<file path="src/rtl/i2c_master_arbiter.sv">
// rtl/i2c_master_arbiter.sv - round-robin arbiter sharing one i2c master_device
module i2c_master_arbiter #(
    parameter int NUM_REQ        = 4,
    parameter int LAUNCH_TIMEOUT = 64
) (
    input  logic                 i_clk,
    input  logic                 i_rst_n,
    input  logic [NUM_REQ-1:0]   i_req,
    input  logic [7*NUM_REQ-1:0] i_addr,
    input  logic [NUM_REQ-1:0]   i_rw,
    input  logic [8*NUM_REQ-1:0] i_wdata,
    output logic [NUM_REQ-1:0]   o_gnt,
    output logic [NUM_REQ-1:0]   o_done,
    output logic [NUM_REQ-1:0]   o_err,
    output logic                 o_busy,
    output logic                 o_m_enable,
    output logic [6:0]           o_m_address,
    output logic                 o_m_rw,
    output logic [7:0]           o_m_data,
    input  logic                 i_m_busy
);

    localparam int PW = (NUM_REQ > 2) ? $clog2(NUM_REQ) : 1;
    localparam int CW = (LAUNCH_TIMEOUT > 2) ? $clog2(LAUNCH_TIMEOUT) : 1;

    typedef enum logic [2:0] {
        S_IDLE   = 3'd0,
        S_LAUNCH = 3'd1,
        S_RUN    = 3'd2,
        S_DONE   = 3'd3,
        S_ERR    = 3'd4
    } state_t;

    state_t             r_state, w_state_nxt;
    logic               r_busy_s1, r_busy_s2;
    logic [PW-1:0]      r_ptr, w_ptr_nxt;
    logic [PW-1:0]      r_gidx, w_gidx_nxt;
    logic [PW-1:0]      w_win;
    logic               w_found;
    logic [CW-1:0]      r_cnt, w_cnt_nxt;
    logic [NUM_REQ-1:0] r_gnt, w_gnt_nxt;
    logic               r_en, w_en_nxt;
    logic [6:0]         r_addr, w_addr_nxt;
    logic               r_rw, w_rw_nxt;
    logic [7:0]         r_data, w_data_nxt;

    // Two-flop synchroniser: master busy is launched from the divided SCL domain
    always_ff @(posedge i_clk or negedge i_rst_n) begin
        if (!i_rst_n) begin
            r_busy_s1 <= 1'b0;
            r_busy_s2 <= 1'b0;
        end else begin
            r_busy_s1 <= i_m_busy;
            r_busy_s2 <= r_busy_s1;
        end
    end

    // Round-robin search: first requester after the last one served, with wrap-around
    always_comb begin
        w_found = 1'b0;
        w_win   = '0;
        for (int i = 1; i <= NUM_REQ; i++) begin
            if (!w_found && i_req[(int'(r_ptr) + i) % NUM_REQ]) begin
                w_found = 1'b1;
                w_win   = PW'((int'(r_ptr) + i) % NUM_REQ);
            end
        end
    end

    // State and datapath registers
    always_ff @(posedge i_clk or negedge i_rst_n) begin
        if (!i_rst_n) begin
            r_state <= S_IDLE;
            r_ptr   <= PW'(NUM_REQ - 1);
            r_gidx  <= '0;
            r_cnt   <= '0;
            r_gnt   <= '0;
            r_en    <= 1'b0;
            r_addr  <= '0;
            r_rw    <= 1'b0;
            r_data  <= '0;
        end else begin
            r_state <= w_state_nxt;
            r_ptr   <= w_ptr_nxt;
            r_gidx  <= w_gidx_nxt;
            r_cnt   <= w_cnt_nxt;
            r_gnt   <= w_gnt_nxt;
            r_en    <= w_en_nxt;
            r_addr  <= w_addr_nxt;
            r_rw    <= w_rw_nxt;
            r_data  <= w_data_nxt;
        end
    end

    // Next-state logic: grant in IDLE, wait for busy in LAUNCH, wait for idle in RUN
    always_comb begin
        w_state_nxt = r_state;
        w_ptr_nxt   = r_ptr;
        w_gidx_nxt  = r_gidx;
        w_cnt_nxt   = r_cnt;
        w_gnt_nxt   = r_gnt;
        w_en_nxt    = r_en;
        w_addr_nxt  = r_addr;
        w_rw_nxt    = r_rw;
        w_data_nxt  = r_data;
        case (r_state)
            S_IDLE: begin
                // Foreign bus activity blocks new grants but is otherwise ignored
                if (w_found && !r_busy_s2) begin
                    w_gnt_nxt        = '0;
                    w_gnt_nxt[w_win] = 1'b1;
                    w_gidx_nxt       = w_win;
                    w_addr_nxt       = i_addr[7*int'(w_win) +: 7];
                    w_rw_nxt         = i_rw[w_win];
                    w_data_nxt       = i_wdata[8*int'(w_win) +: 8];
                    w_en_nxt         = 1'b1;
                    w_cnt_nxt        = '0;
                    w_state_nxt      = S_LAUNCH;
                end
            end
            S_LAUNCH: begin
                w_cnt_nxt = r_cnt + CW'(1);
                if (r_busy_s2) begin
                    w_en_nxt    = 1'b0;
                    w_state_nxt = S_RUN;
                end else if (r_cnt == CW'(LAUNCH_TIMEOUT - 1)) begin
                    w_en_nxt    = 1'b0;
                    w_state_nxt = S_ERR;
                end
            end
            S_RUN: begin
                if (!r_busy_s2) begin
                    w_state_nxt = S_DONE;
                end
            end
            S_DONE, S_ERR: begin
                w_gnt_nxt   = '0;
                w_ptr_nxt   = r_gidx;
                w_state_nxt = S_IDLE;
            end
            default: begin
                w_gnt_nxt   = '0;
                w_en_nxt    = 1'b0;
                w_state_nxt = S_IDLE;
            end
        endcase
    end

    assign o_gnt       = r_gnt;
    assign o_done      = (r_state == S_DONE) ? r_gnt : '0;
    assign o_err       = (r_state == S_ERR) ? r_gnt : '0;
    assign o_busy      = (r_state != S_IDLE);
    assign o_m_enable  = r_en;
    assign o_m_address = r_addr;
    assign o_m_rw      = r_rw;
    assign o_m_data    = r_data;

endmodule

</file>
<file path="config.mk">
export PLATFORM = sky130hd
export DESIGN_NAME = i2c_master_arbiter
export DESIGN_NICKNAME = d
export VERILOG_FILES = /design/src/rtl/i2c_master_arbiter.sv
export SDC_FILE = /design/constraint.sdc
export NUM_CORES = 1
export LEC_CHECK = 0
export ABC_AREA = 1
export CORE_AREA = 4 4 79 81
export DETAILED_ROUTE_END_ITERATION = 7
export DIE_AREA = 0 0 83 85
export GPL_TIMING_DRIVEN = 0
export PLACE_DENSITY = 0.9
export SLEW_MARGIN = 20
export SYNTH_ARGS = -nofsm -noshare
export SYNTH_HDL_FRONTEND = slang
export SYNTH_SLANG_ARGS = --single-unit
</file>
<file path="constraint.sdc">
create_clock -name i_clk -period 4.7 [get_ports i_clk]
set_input_delay 0.94 -clock i_clk [delete_from_list [all_inputs] [get_ports i_clk]]
set_output_delay 0.94 -clock i_clk [all_outputs]
set_load 0.005 [all_outputs]
</file>
==> results of run 1 <==
==> flip-flops by register name (all words and copies together), names as in the netlist <==
register,cells
r_state,3
r_ptr,2
o_gnt,4
o_m_rw,1
o_m_address,7
o_m_enable,1
r_cnt,6
r_busy_s1,1
o_m_data,8
r_busy_s2,1
r_gidx,2
==> where the power goes <==
| part | switching [mW] | internal, mW |
|---|---|---|
| Clock | 0.0989 | 0.104 |
| Combinational | 1.10 | 0.731 |
| Sequential | 0.0799 | 0.436 |
==> through the flow <==
| stage | util (%) | setup slack, ps | cells | cell area [um2] | hold slack [ps] |
|---|---|---|---|---|---|
| floorplan | - | 2483 | 388 | 2536 | 331.2 |
| global placement | 66.28 | 1806 | 560 | 3627 | 334.6 |
| detailed placement | 66.55 | 1740 | 561 | 3642 | 336.2 |
| CTS | 68.04 | 2029 | 569 | 3724 | 350.7 |
| global route | 68.04 | 1822 | 569 | 3724 | 355.6 |
| finish | 68.04 | 2028 | 569 | 3724 | 348.3 |
==> metal layers <==
metal,up-vias,routed length [um],global-route usage [%]
met5,-,0,0
met4,0,148,7.281
met3,13,650,6.408
met2,108,3594,37.54
met1,1240,3016,23.65
li1,1438,-,-
==> cells by family (layout without fill, tap and decap cells) <==
| kind of cell | after synthesis | after routing | share of synthesized area, % |
|---|---|---|---|
| and+or+nand+nor | 286 | 286 | 48.84 |
| buffers and inverters | 43 | 152 | 9.224 |
| DFF | 36 | 36 | 35.62 |
| AOI/OAI and AO/OA | 22 | 22 | 5.821 |
| adders and majority gates | 1 | 1 | 0.4933 |
==> cell type report <==
cell class	instances	area share (%)
multi-input cells	309	37.57
repair buffers	101	27.28
flip-flops and latches	36	24.26
plain buffers	17	3.461
inverters	26	2.823
well taps	72	2.419
clock buffers	7	2.050
clock inverters	1	0.1344
==> worst max-delay path by stage <==
| stage | startpoint | slack, ps | end |
|---|---|---|---|
| CTS | i_req[1] | 2030 | o_m_address[5]$_DFFE_PN0P_ |
| floorplan | i_req[1] | 2480 | o_m_address[0]$_DFFE_PN0P_ |
| finish | i_req[1] | 2030 | o_m_address[0]$_DFFE_PN0P_ |
| detailed placement | i_req[1] | 1740 | o_m_address[5]$_DFFE_PN0P_ |
| global route | i_req[2] | 1820 | o_m_address[3]$_DFFE_PN0P_ |
| global placement | i_req[1] | 1810 | o_m_address[3]$_DFFE_PN0P_ |
==> cells in the final DEF, fill, tap and decap left out, types with 3 or more instances in the layout <==
master                            instances
sky130_fd_sc_hd__clkdlybuf4s50_1         99
sky130_fd_sc_hd__clkbuf_8                 5
sky130_fd_sc_hd__nand2_1                207
sky130_fd_sc_hd__o21ai_0                 11
sky130_fd_sc_hd__o31ai_1                  5
sky130_fd_sc_hd__buf_2                    8
sky130_fd_sc_hd__dfrtp_1                 34
sky130_fd_sc_hd__nand2_2                  5
sky130_fd_sc_hd__clkbuf_1                 3
sky130_fd_sc_hd__buf_6                    6
sky130_fd_sc_hd__inv_1                   20
sky130_fd_sc_hd__inv_2                    4
sky130_fd_sc_hd__buf_4                    3
sky130_fd_sc_hd__nand3_1                 49
sky130_fd_sc_hd__nor3_1                   3
sky130_fd_sc_hd__nor2_1                  13
==> results.md, run 1 <==
Clocking:
- The number of clock buffers inserted by TritonCTS is 5.
- The master cell of the clock root buffer is sky130_fd_sc_hd__clkbuf_8.
- Post-CTS timing repair inserted 0 buffers for setup.
- The clock insertion delay at the later pin of the skew report is 280 ps.
- The post-CTS clock slew at the launch and capture registers of the worst setup and hold paths is 70 ps.
- TritonCTS built the clock tree.
- In this run the number of H-tree levels came out at 2.
- The clock passes through at most 2 buffers.
- The clock drives 36 sinks.
- The number of gates given a new drive strength after cts is 0.
- The total of hold buffers inserted after clock tree synthesis is 0.

Logic synthesis:
- The cell area after synthesis is 2536 um2.
- After synthesis, the share of flip-flops with an asynchronous set or reset is between 90% and 100%.
- The count of distinct cell types in the synthesized netlist is 28.
- The primary flip-flop cell chosen by synthesis mapping is sky130_fd_sc_hd__dfrtp_1.
- The number of nets in the synthesized netlist is 460.
- The top cell type by area accounts for approximately a third of the synthesized area.
- The average instance in the mapped netlist occupies about 6.5 um2.
- By instance count, the leading cell after synthesis is sky130_fd_sc_hd__nand2_1.
- Counting flops with a built-in enable in the synthesized netlist gives 0.
- By count the netlist is led by sky130_fd_sc_hd__nand2_1, sky130_fd_sc_hd__nand3_1, sky130_fd_sc_hd__dfrtp_1.
- The synthesis-stage register bit count is 36.
- By area the synthesized netlist is led by sky130_fd_sc_hd__dfrtp_1, sky130_fd_sc_hd__nand2_1, sky130_fd_sc_hd__nand3_1.
- The largest area contributor in the netlist is sky130_fd_sc_hd__dfrtp_1.
- The Yosys step of the flow raised 0 warnings.
- The number of instances in the synthesized netlist is 388.
- The sequential fraction of the synthesis area is between 30% and 40%.

Power and ir drop:
- For this design the ratio of total power to cell area is between 600 and 700 nW/um2.
- The completed layout was analyzed and its total power is roughly 2.5 mW.
- Across the VDD grid, the largest voltage drop is 0.3809 mV.
- The static leakage is ~1.9 nW.

Critical path:
- Measured in cells, the most critical reg-to-reg path has a length of 12.
- The endpoint kind of the worst setup timing path is a register.
- Along the worst path, the maximum fanout reaches 10.
- On the worst path, the slowest cell contributes a delay of 480 ps.
- In this run the critical register-to-register path is launched from r_ptr[0]$_DFFE_PN1P_.
- The highest-delay cell along the critical path is sky130_fd_sc_hd__clkdlybuf4s50_1.
- The worst setup slack for register-to-register paths is between 2000 and 2500 ps.
- Among the stages of the critical path, the cell type that occurs most often is sky130_fd_sc_hd__nand2_1.
- The cell family contributing the most delay on the critical path is buffers and inverters.
- The endpoint identified for the worst register-to-register timing path is o_m_address[0]$_DFFE_PN0P_.
- The startpoint class of the critical path is a primary input.
- In this run the number of cells on the critical path is 12.
- The combined buffer and inverter count along the critical path is 3.
- The arrival time at the worst endpoint is roughly 2900 ps.
- The signal on the critical path passes through clkdlybuf4s50_1 > inv_1 > nand2_1 > nand3_1 > nand2_2 > nor2_8 > nand2_1 > o21ai_2 > nor2_4 > clkbuf_1 > nand2_1 > nand2_1.
- The worst endpoint required time is 4920 ps.
- The start-to-end type of the worst setup path is in -> reg.

Global route:
- The global-route wire length before repair is 12180 um.
- The number of global-route vias before repair was between 2000 and 3000.
- The global-route usage over all layers is a little over a fifth.
- The maximum number of pins on one net before global-route repair is 35.
- The initial antenna violation count is 0.
- Summed over all layers, the global routing overflow is 0.

Placement:
- At the end of routability-driven placement, the weighted congestion stood at between 0.9 and 1.
- The sum of net half-perimeters after detailed placement is approximately 5900 um.
- Buffers placed on the I/O ports in this run total 100.

STA:
- Measured against its own limit, the worst slew margin works out to approximately 43%.
- The number of pins exceeding their max-slew limit in the final report is 0.
- The top achievable clock speed is ~370 MHz.
- Across the routed clock network, the largest skew measured is 5.655 ps.
- After layout, the minimum clock period comes to between 2000 and 3000 ps.
- The part of the cycle the worst path needs is a little under three fifths.
- After routing, the total negative slack on setup checks comes to 0 ps.
- Setup repair after global routing left no endpoint under its margin.
- The number of hold-slack violations in the final timing report is 0.
- Setup violations remaining at the end of the flow were counted as 0.
- The pin slew with the least headroom to its limit is between 800 and 900 ps.

Routing:
- The remaining routing DRC violations is 0.
- The final route contains about 2800 vias.
- In the routed layout, each cell is associated on average with a via count of ~4.9.
- The routed design has roughly 7400 um of wire.
- The mean routed wirelength per cell is approximately 13 um.
- The number of routed nets with antenna violations is 0.
- The violation count after the first detailed-route iteration is approximately 230.
- The first-pass detailed-route iteration total is 4.

Worst hold path:
- The critical hold path startpoint is r_busy_s1$_DFF_PN0_.
- The endpoint with the worst hold slack is r_busy_s2$_DFF_PN0_.
- The number of cells traversed by the worst hold path is 0.
- The min-delay analysis places its worst path in the category reg -> reg.

Cells and area:
- The layout overhead on the synthesized area is 46.82%.
- After filler insertion, the fill cell instance count of the layout stands at 496.
- Summing all multi-input logic gate instances after layout gives between 1000 and 1500 um2.
- The final net count is between 500 and 600.
- The post-route netlist has 9.457% of its cells at a drive strength greater than 1.
- Summing all flip-flop and latch instances after layout gives between 900 and 1000 um2.
- The total inserted antenna cells is 0.

Run:
- The number of max-capacitance violations reported is 0.

Floorplan:
- The floorplan has 27 rows.
- For this design the top-level I/O count stands at ~100.
- The floorplan step set the die height to about 85 um.
- The initial cell density of the core is between 40 and 50%.
- The total die area is ~7000 um2.
- The core region is between 5000 and 6000 um2.
- The die is between 80 and 90 um wide.

Status:
- The flow ran to the end, and the final reports show no timing, DRC or antenna violations.
Power figures use the tool's default switching activity.
==> run 2, diff against run 1 <==
- CORE_AREA: 4 4 79 81 -> 4 4 81 83
- DIE_AREA: 0 0 83 85 -> 0 0 85 87
- PLACE_DENSITY: 0.9 -> 0.86
- clock period: 4.7 -> 2.6 ns (I/O delays scaled with it)
==> run 2 against run 1 <==
Against the previous run:
- clock skew shrank 1.9 ps
- sequential power grew 78%
- cell area grew 0.60%
- worst hold slack lost 320 ps
- routed wire length shrank 4.3%
- utilization shrank 4.0 points
- first-iteration DRC count shrank 35%
- clock power grew 110%
- flip-flop and latch count is the same
- combinational power grew 80%
- sequential share of layout area shrank 0.15 points
- worst setup slack lost 1600 ps
- critical path type unchanged
==> results.md, run 2 (same netlist as run 1, synthesis figures left out) <==
Status:
- The flow ran to the end, and the final reports show no timing, DRC or antenna violations.

Cells and area:
- Leaving out fill and tap cells, the most frequent cell in the layout is sky130_fd_sc_hd__nand2_1.
- The flip-flop count of the largest register after layout is 8.
- For this run, the share of the core covered by cells in the final layout is around 64%.
- 0 antenna diodes ended up in the layout.
- The layout overhead on the synthesized area is 47.71%.
- The top cell types in the final layout, fill and taps aside, are sky130_fd_sc_hd__nand2_1, sky130_fd_sc_hd__clkdlybuf4s50_1, sky130_fd_sc_hd__nand3_1.
- The final net count is roughly 570.
- The share of cells above drive strength 1 is about a tenth.

Clocking:
- After clock tree synthesis, the clock-pin slew on the worst setup and hold paths is 70 ps.
- Once the clock tree was built, the resizer swapped 0 gates to a different size.
- The post-CTS setup-driven buffer insertion count is 0.
- The number of clock buffers inserted by TritonCTS is 5.
- The total of hold buffers inserted after clock tree synthesis is 0.
- The maximum count of clock buffers along a single path is 2.
- The clock tree from TritonCTS is done.
- The tree built by TritonCTS fans out to 36 sinks.
- CTS built an H-tree with a depth of 2.
- The clock insertion delay at the later pin of the skew report is between 200 and 300 ps.
- Clock tree synthesis selected as its root buffer the cell sky130_fd_sc_hd__clkbuf_8.

Routing:
- The via count normalized by instance count is ~4.9.
- In the detailed route, the total length drawn on met3 is ~770 um.
- The violation count after the first detailed-route iteration is 152.
- The total routed wire length on the met1 layer is approximately 2800 um.
- Dividing the detail-routed wire length by the instance count gives 12.40 um.
- The number of routed nets with antenna violations is 0.
- The top metal layer carrying routed signals is met4.
- The wire length on met2 is 3320 um.
- The first-pass detailed-route iteration total is 4.
- The number of vias in the routed layout is about 2800.
- After detailed routing, the total wire length is around 7100 um.
- After detailed routing, the number of remaining DRC violations is 0.

STA:
- The minimum clock period after layout is about 2200 ps.
- The maximum clock skew at final layout is 3.747 ps.
- Setup total negative slack on the finished layout was measured at 0 ps.
- Static timing analysis puts the maximum clock frequency at between 400 and 500 MHz.
- For the pin with the worst max-slew slack, the measured transition is approximately 810 ps.
- The number of pins exceeding their max-slew limit in the final report was 0.
- The final setup violation count is 0.
- The part of the cycle the worst path needs is around 85%.
- Final hold analysis gives a worst-case slack of 32.03 ps.
- The number of hold-slack violations in the final timing report is 0.
- Measured against its own limit, the worst slew margin works out to ~46%.
- Setup repair after global routing left no endpoint under its margin.

Global route:
- The number of global-route vias before repair was 2744.
- The remaining global-route overflow is 0.
- The initial antenna violation count is 0.
- The global-route wire length before repair is around 12000 um.
- The global-route usage over all layers is 19.74%.
- The maximum number of pins on one net before global-route repair is 35.

Critical path:
- The startpoint identified for the worst register-to-register timing path is r_ptr[0]$_DFFE_PN1P_.
- The endpoint kind of the worst setup timing path is a register.
- The worst reg2reg path endpoint is o_m_address[6]$_DFFE_PN0P_.
- For flop-to-flop paths, the worst setup slack is 420 ps.
- Of all nets on the critical path, the largest fanout is 10.
- STA classifies the critical path startpoint as a primary input.
- The cell count of the worst reg-to-reg path is 12.
- The highest-delay cell along the critical path is sky130_fd_sc_hd__clkdlybuf4s50_1.
- The worst setup path is of the in -> reg kind.
- The worst endpoint required time is roughly 2800 ps.
- In this design, the stage delay of the slowest critical-path cell is 480 ps.
- STA puts the critical path data arrival time at between 2000 and 2500 ps.
- The most frequent cell on the critical path is sky130_fd_sc_hd__nand2_1.
- Walking the worst path, the cells encountered are clkdlybuf4s50_1 > inv_1 > nand2_1 > nand3_1 > nand2_2 > nor2_8 > nand2_1 > o21ai_2 > nor2_4 > clkbuf_1 > nand2_1 > nand2_1.

Run:
- The tool flagged a number of max-cap violations equal to 0.

Power and ir drop:
- The share of total power dissipated in sequential elements is 19.8%.
- The share of total power in combinational logic is a little under three quarters.
- The analysis attributes to net switching a power of 2.286 mW.
- The proportion of power drawn by the clock network is a little under a tenth.
- The fraction of power spent switching nets is approximately half.
- Power spread over the standard cell area amounts to between 1000 and 1500 nW/um2.
- Across the VDD grid, the largest voltage drop is around 0.70 mV.
- For this design the static power due to leakage is about 1.9 nW.
- The internal power consumption is approximately 2.4 mW.

Placement:
- The final weighted congestion in routability-driven placement is between 0.9 and 1.
- The sum of net half-perimeters after detailed placement is 5748 um.
- The count of buffers inserted at the top-level ports is 100.

Floorplan:
- The count of pins on the block boundary is between 100 and 150.
- The total die area is 7395 um2.
- The y dimension of the die is about 87 um.
- The x dimension of the die is approximately 85 um.
- The region available for standard cell placement spans roughly 5900 um2.
- In this run the core area contains 28 standard-cell rows.
- Once the floorplan was initialized, standard cells occupied 43.35% of the core.

Worst hold path:
- The path category of the worst min-delay check is in -> async.
-- run 2: changes by cell type in the layout (fill, tap and decap cells not counted) --
cell	change
sky130_fd_sc_hd__clkbuf_1	-1
sky130_fd_sc_hd__clkbuf_8	+2
sky130_fd_sc_hd__clkinv_2	-1
-- run 2: area by class of cell --
cell class | count | area, um2
fillers | 530 | 2105
multi-input cells | 309 | 1399
repair buffers | 101 | 1016
flip-flops and latches | 36 | 903.4
plain buffers | 17 | 128.9
inverters | 26 | 105.1
clock buffers | 8 | 100.1
well taps | 75 | 93.84
-- run 2: metrics by stage --
step	setup WS (ps)	std cells	area [um2]	power, mW
2_1_floorplan	693.1	388	2536	3.209
3_3_place_gp	134.4	563	3631	4.173
3_5_place_dp	102.6	564	3646	4.223
4_1_cts	395.0	572	3746	4.671
5_1_grt	218.0	572	3746	5.137
6_report	383.8	572	3746	4.637
-- run 2: worst max-delay path by stage --
| stage | start | end | depth (start not counted) | slack, ps |
|---|---|---|---|---|
| 5_1_grt | i_req[2] | o_m_address[6]$_DFFE_PN0P_ | 12 | 220 |
| 3_5_place_dp | i_req[0] | o_m_address[6]$_DFFE_PN0P_ | 12 | 100 |
| 3_3_place_gp | i_req[1] | o_m_address[6]$_DFFE_PN0P_ | 12 | 130 |
| 6_report | i_req[3] | o_m_address[6]$_DFFE_PN0P_ | 12 | 380 |
| 4_1_cts | i_req[0] | o_m_address[6]$_DFFE_PN0P_ | 12 | 400 |
| 2_1_floorplan | r_ptr[0]$_DFFE_PN1P_ | o_m_address[0]$_DFFE_PN0P_ | 14 | 690 |
-- run 2: power by group through the flow --
stage          Combinational [mW]  Clock (mW)  Sequential [mW]
2_1_floorplan                2.29           0            0.919
3_3_place_gp                 3.26           0            0.917
3_5_place_dp                 3.30           0            0.924
4_1_cts                      3.32       0.433            0.918
5_1_grt                      3.73       0.460            0.947
6_report                     3.30       0.421            0.918
-- run 2: layer usage --
metal | GRT usage, % | vias to the layer above
li1 | - | 1438
met1 | 23.27 | 1220
met2 | 34.18 | 110
met3 | 6.528 | 16
met4 | 5.899 | 0
met5 | 0 | -
-- run 2: worst max-delay path: cells and delay by family --
kind / cells / cell delay, ps
buffers and inverters: 3 / 910
AND/OR/NAND/NOR: 8 / 930
AO/OA/AOI/OAI: 1 / 80
==> run 3, diff against run 2 <==
- clock period: 2.6 -> 2.5 ns (I/O delays scaled with it)
==> run 3 against run 2 <==
Against the previous run:
- total power is 4.1% higher
- worst hold slack better by 320 ps
- register-to-register slack worse by 100 ps
- sequential power is 4.0% higher
==> results.md, run 3 (same netlist as run 1, synthesis figures left out) <==
Status:
- The run finished with clean final reports.

Power and ir drop:
- Net switching is 49.34% of the power.
- For this design the ratio of total power to cell area is between 1000 and 1500 nW/um2.
- Of the total power, combinational logic draws a little under three quarters.
- For this design the static power due to leakage is about 1.9 nW.
- The peak supply drop is ~0.73 mV.
- Sequential cells account for approximately 20% of the total power.
- The internal power of the cells totals between 2 and 2.5 mW.
- The switching power is 2.382 mW.
- The proportion of power drawn by the clock network is approximately 9%.

Critical path:
- The start-to-end type of the worst setup path is in -> reg.
- The startpoint identified for the worst register-to-register timing path is r_ptr[0]$_DFFE_PN1P_.
- The worst register-to-register path ends at o_m_address[6]$_DFFE_PN0P_.
- The startpoint class of the critical path is a primary input.
- Data arrives at the worst endpoint at 2420 ps.
- STA classifies the critical path endpoint as a register.
- The cell count of the worst reg-to-reg path is 12.
- Data on the critical path is required at its endpoint by roughly 2700 ps.
- The largest driver fanout on the critical path is 10.
- The worst register-to-register path has a setup slack of 320 ps.

Cells and area:
- Cells fill 64.20% of the core in the end.
- In the final layout, the share of cells above drive strength 1 is roughly a tenth.
- The most common library cell in the layout ignoring fill and taps is sky130_fd_sc_hd__nand2_1.
- The register with the most flip-flops in the layout has 8 of them.
- The final net count is ~570.
- Compared with the post-synthesis result, the final layout area differs by 48.10%.
- The number of antenna diodes in the final layout is 0.
- In the layout the commonest cells are sky130_fd_sc_hd__nand2_1, sky130_fd_sc_hd__clkdlybuf4s50_1, sky130_fd_sc_hd__nand3_1.

Placement:
- During placement, the flow inserted port buffers numbering 100.
- Detailed placement ended at an HPWL of roughly 5700 um.
- Routability-driven placement finished with a final weighted congestion of approximately 0.93.

Routing:
- The via count normalized by instance count is between 4 and 5.
- The number of vias in the routed layout is 2792.
- The routed wire length is roughly 7100 um.
- Dividing the detail-routed wire length by the instance count gives between 10 and 15 um.
- The remaining routing DRC violations is 0.
- The first TritonRoute pass finished after 4 iterations.
- The number of routed nets with antenna violations is 0.
- The violation count after the first detailed-route iteration is about 150.

STA:
- In this run the tightest slew margin relative to its limit is between 40 and 50%.
- The clock period could shrink to about 2200 ps.
- The number of hold-slack violations in the final timing report is 0.
- The pin slew with the least headroom to its limit is just over 800 ps.
- The maximum clock skew at final layout is about 4.3 ps.
- Based on the critical path, the design can be clocked at up to around 460 MHz.
- The sum of negative setup slack is 0 ps.
- The number of pins exceeding their max-slew limit in the final report was 0.
- The worst path uses 87.73% of the clock period.
- Setup repair after global routing left no endpoint under its margin.
- The final setup violation count is 0.

Clocking:
- The number of clock buffers inserted by TritonCTS is 5.
- The number of levels in the clock H-tree is 2.
- For the worst-skew pair, the clock arrives at the later sink with an insertion delay of between 200 and 300 ps.
- The root buffer cell chosen for the clock tree is sky130_fd_sc_hd__clkbuf_8.
- Post-CTS timing repair inserted 0 buffers for setup.
- The clock tree from TritonCTS is done.
- The clock net in this run drives a total of 36 sinks.
- Counting along the longest clock path gives a buffer depth of 2.
- Post-CTS repair changed the size of 0 cells.
- After clock tree synthesis, the clock-pin slew on the worst setup and hold paths is 70 ps.

Global route:
- Global routing consumed, over all layers together, between 15 and 20% of the routing resources.
- The global routing met3 resource utilization is between 6 and 7%.
- The initial antenna violation count is 0.
- The number of global-route vias before repair was 2744.
- The global routing usage on met1 is between 20% and 30%.
- The global-route wire length before repair is around 12000 um.
- The layer with the highest usage after global routing is met2.
- Global routing finished with a remaining overflow of 0.
- The maximum number of pins on one net before global-route repair is 35.
- The global routing usage on met2 is between 30% and 40%.

Floorplan:
- From left edge to right edge, the die measures 85 um.
- In this run the vertical extent of the chip is roughly 87 um.
- Row generation in the floorplan step produced 28 rows.
- The initial cell density of the core is 43.35%.
- After floorplanning, the core was sized to cover around 6000 um2.
- The total die area is ~7400 um2.
- The count of pins on the block boundary is a little over 100.

Run:
- Across the run, the number of max-cap violations was 0.

Worst hold path:
- The tightest min-delay check is of the reg -> reg type.
- The critical hold path startpoint is r_busy_s1$_DFF_PN0_.
- The worst hold path passes through 0 cells.
- The path with the worst hold slack has its endpoint at r_busy_s2$_DFF_PN0_.
## run 3: cell count changes in the layout (fill, tap and decap cells not counted)
cell	delta
sky130_fd_sc_hd__dlygate4sd3_1	+1
## run 3: through the flow
step	cells	setup slack, ps	power (mW)	instance area, um2	hold slack, ps
floorplan	388	593.1	3.337	2536	204.4
global placement	563	54.44	4.340	3631	335.5
detailed placement	564	22.57	4.392	3646	313.9
CTS	572	315.0	4.858	3746	2.978
global route	573	138.0	5.344	3756	378.4
finish	573	306.8	4.828	3756	354.8
## run 3: timing repair
item	in CTS	in global routing
endpoints found under the hold margin	0	2
hold buffers	0	1
endpoints found under the setup margin	0	0
## run 3: critical path, cell delays in order
cell	delay, ps
sky130_fd_sc_hd__clkdlybuf4s50_1	480
sky130_fd_sc_hd__inv_1	60
sky130_fd_sc_hd__nand2_1	70
sky130_fd_sc_hd__nand3_1	100
sky130_fd_sc_hd__nand2_2	170
sky130_fd_sc_hd__nor2_8	70
sky130_fd_sc_hd__nand2_1	80
sky130_fd_sc_hd__o21ai_2	80
sky130_fd_sc_hd__nor2_4	240
sky130_fd_sc_hd__clkbuf_1	370
sky130_fd_sc_hd__nand2_1	130
sky130_fd_sc_hd__nand2_1	70
## run 3: how the worst max path moves through the flow
stage,start,to,slack [ps],cells past startpoint
final,i_req[3],o_m_address[6]$_DFFE_PN0P_,310,12
after global routing,i_req[2],o_m_address[6]$_DFFE_PN0P_,140,12
after CTS,i_req[0],o_m_address[6]$_DFFE_PN0P_,320,12
after detailed placement,i_req[0],o_m_address[6]$_DFFE_PN0P_,20,12
after global placement,i_req[1],o_m_address[6]$_DFFE_PN0P_,50,12
after floorplan,r_ptr[0]$_DFFE_PN1P_,o_m_address[0]$_DFFE_PN0P_,590,14
## run 3: layout make-up
cell class / instances / area, um2
fillers: 529 / 2095
multi-input cells: 309 / 1399
flip-flops and latches: 36 / 903.4
well taps: 75 / 93.84
clock buffers: 8 / 100.1
inverters: 26 / 105.1
plain buffers: 17 / 128.9
repair buffers: 102 / 1026
## run 3: power by group through the flow
stage,Clock (mW),Combinational [mW],Sequential (mW)
floorplan,0,2.38,0.956
global placement,0,3.39,0.954
detailed placement,0,3.43,0.961
CTS,0.450,3.45,0.954
global route,0.478,3.88,0.985
finish,0.440,3.43,0.955
## run 3: routing by layer
metal / vias up / part of all wire (%)
li1: 1439 / -
met1: 1230 / 41
met2: 107 / 47
met3: 16 / 9.9
met4: 0 / 2.2
met5: - / 0
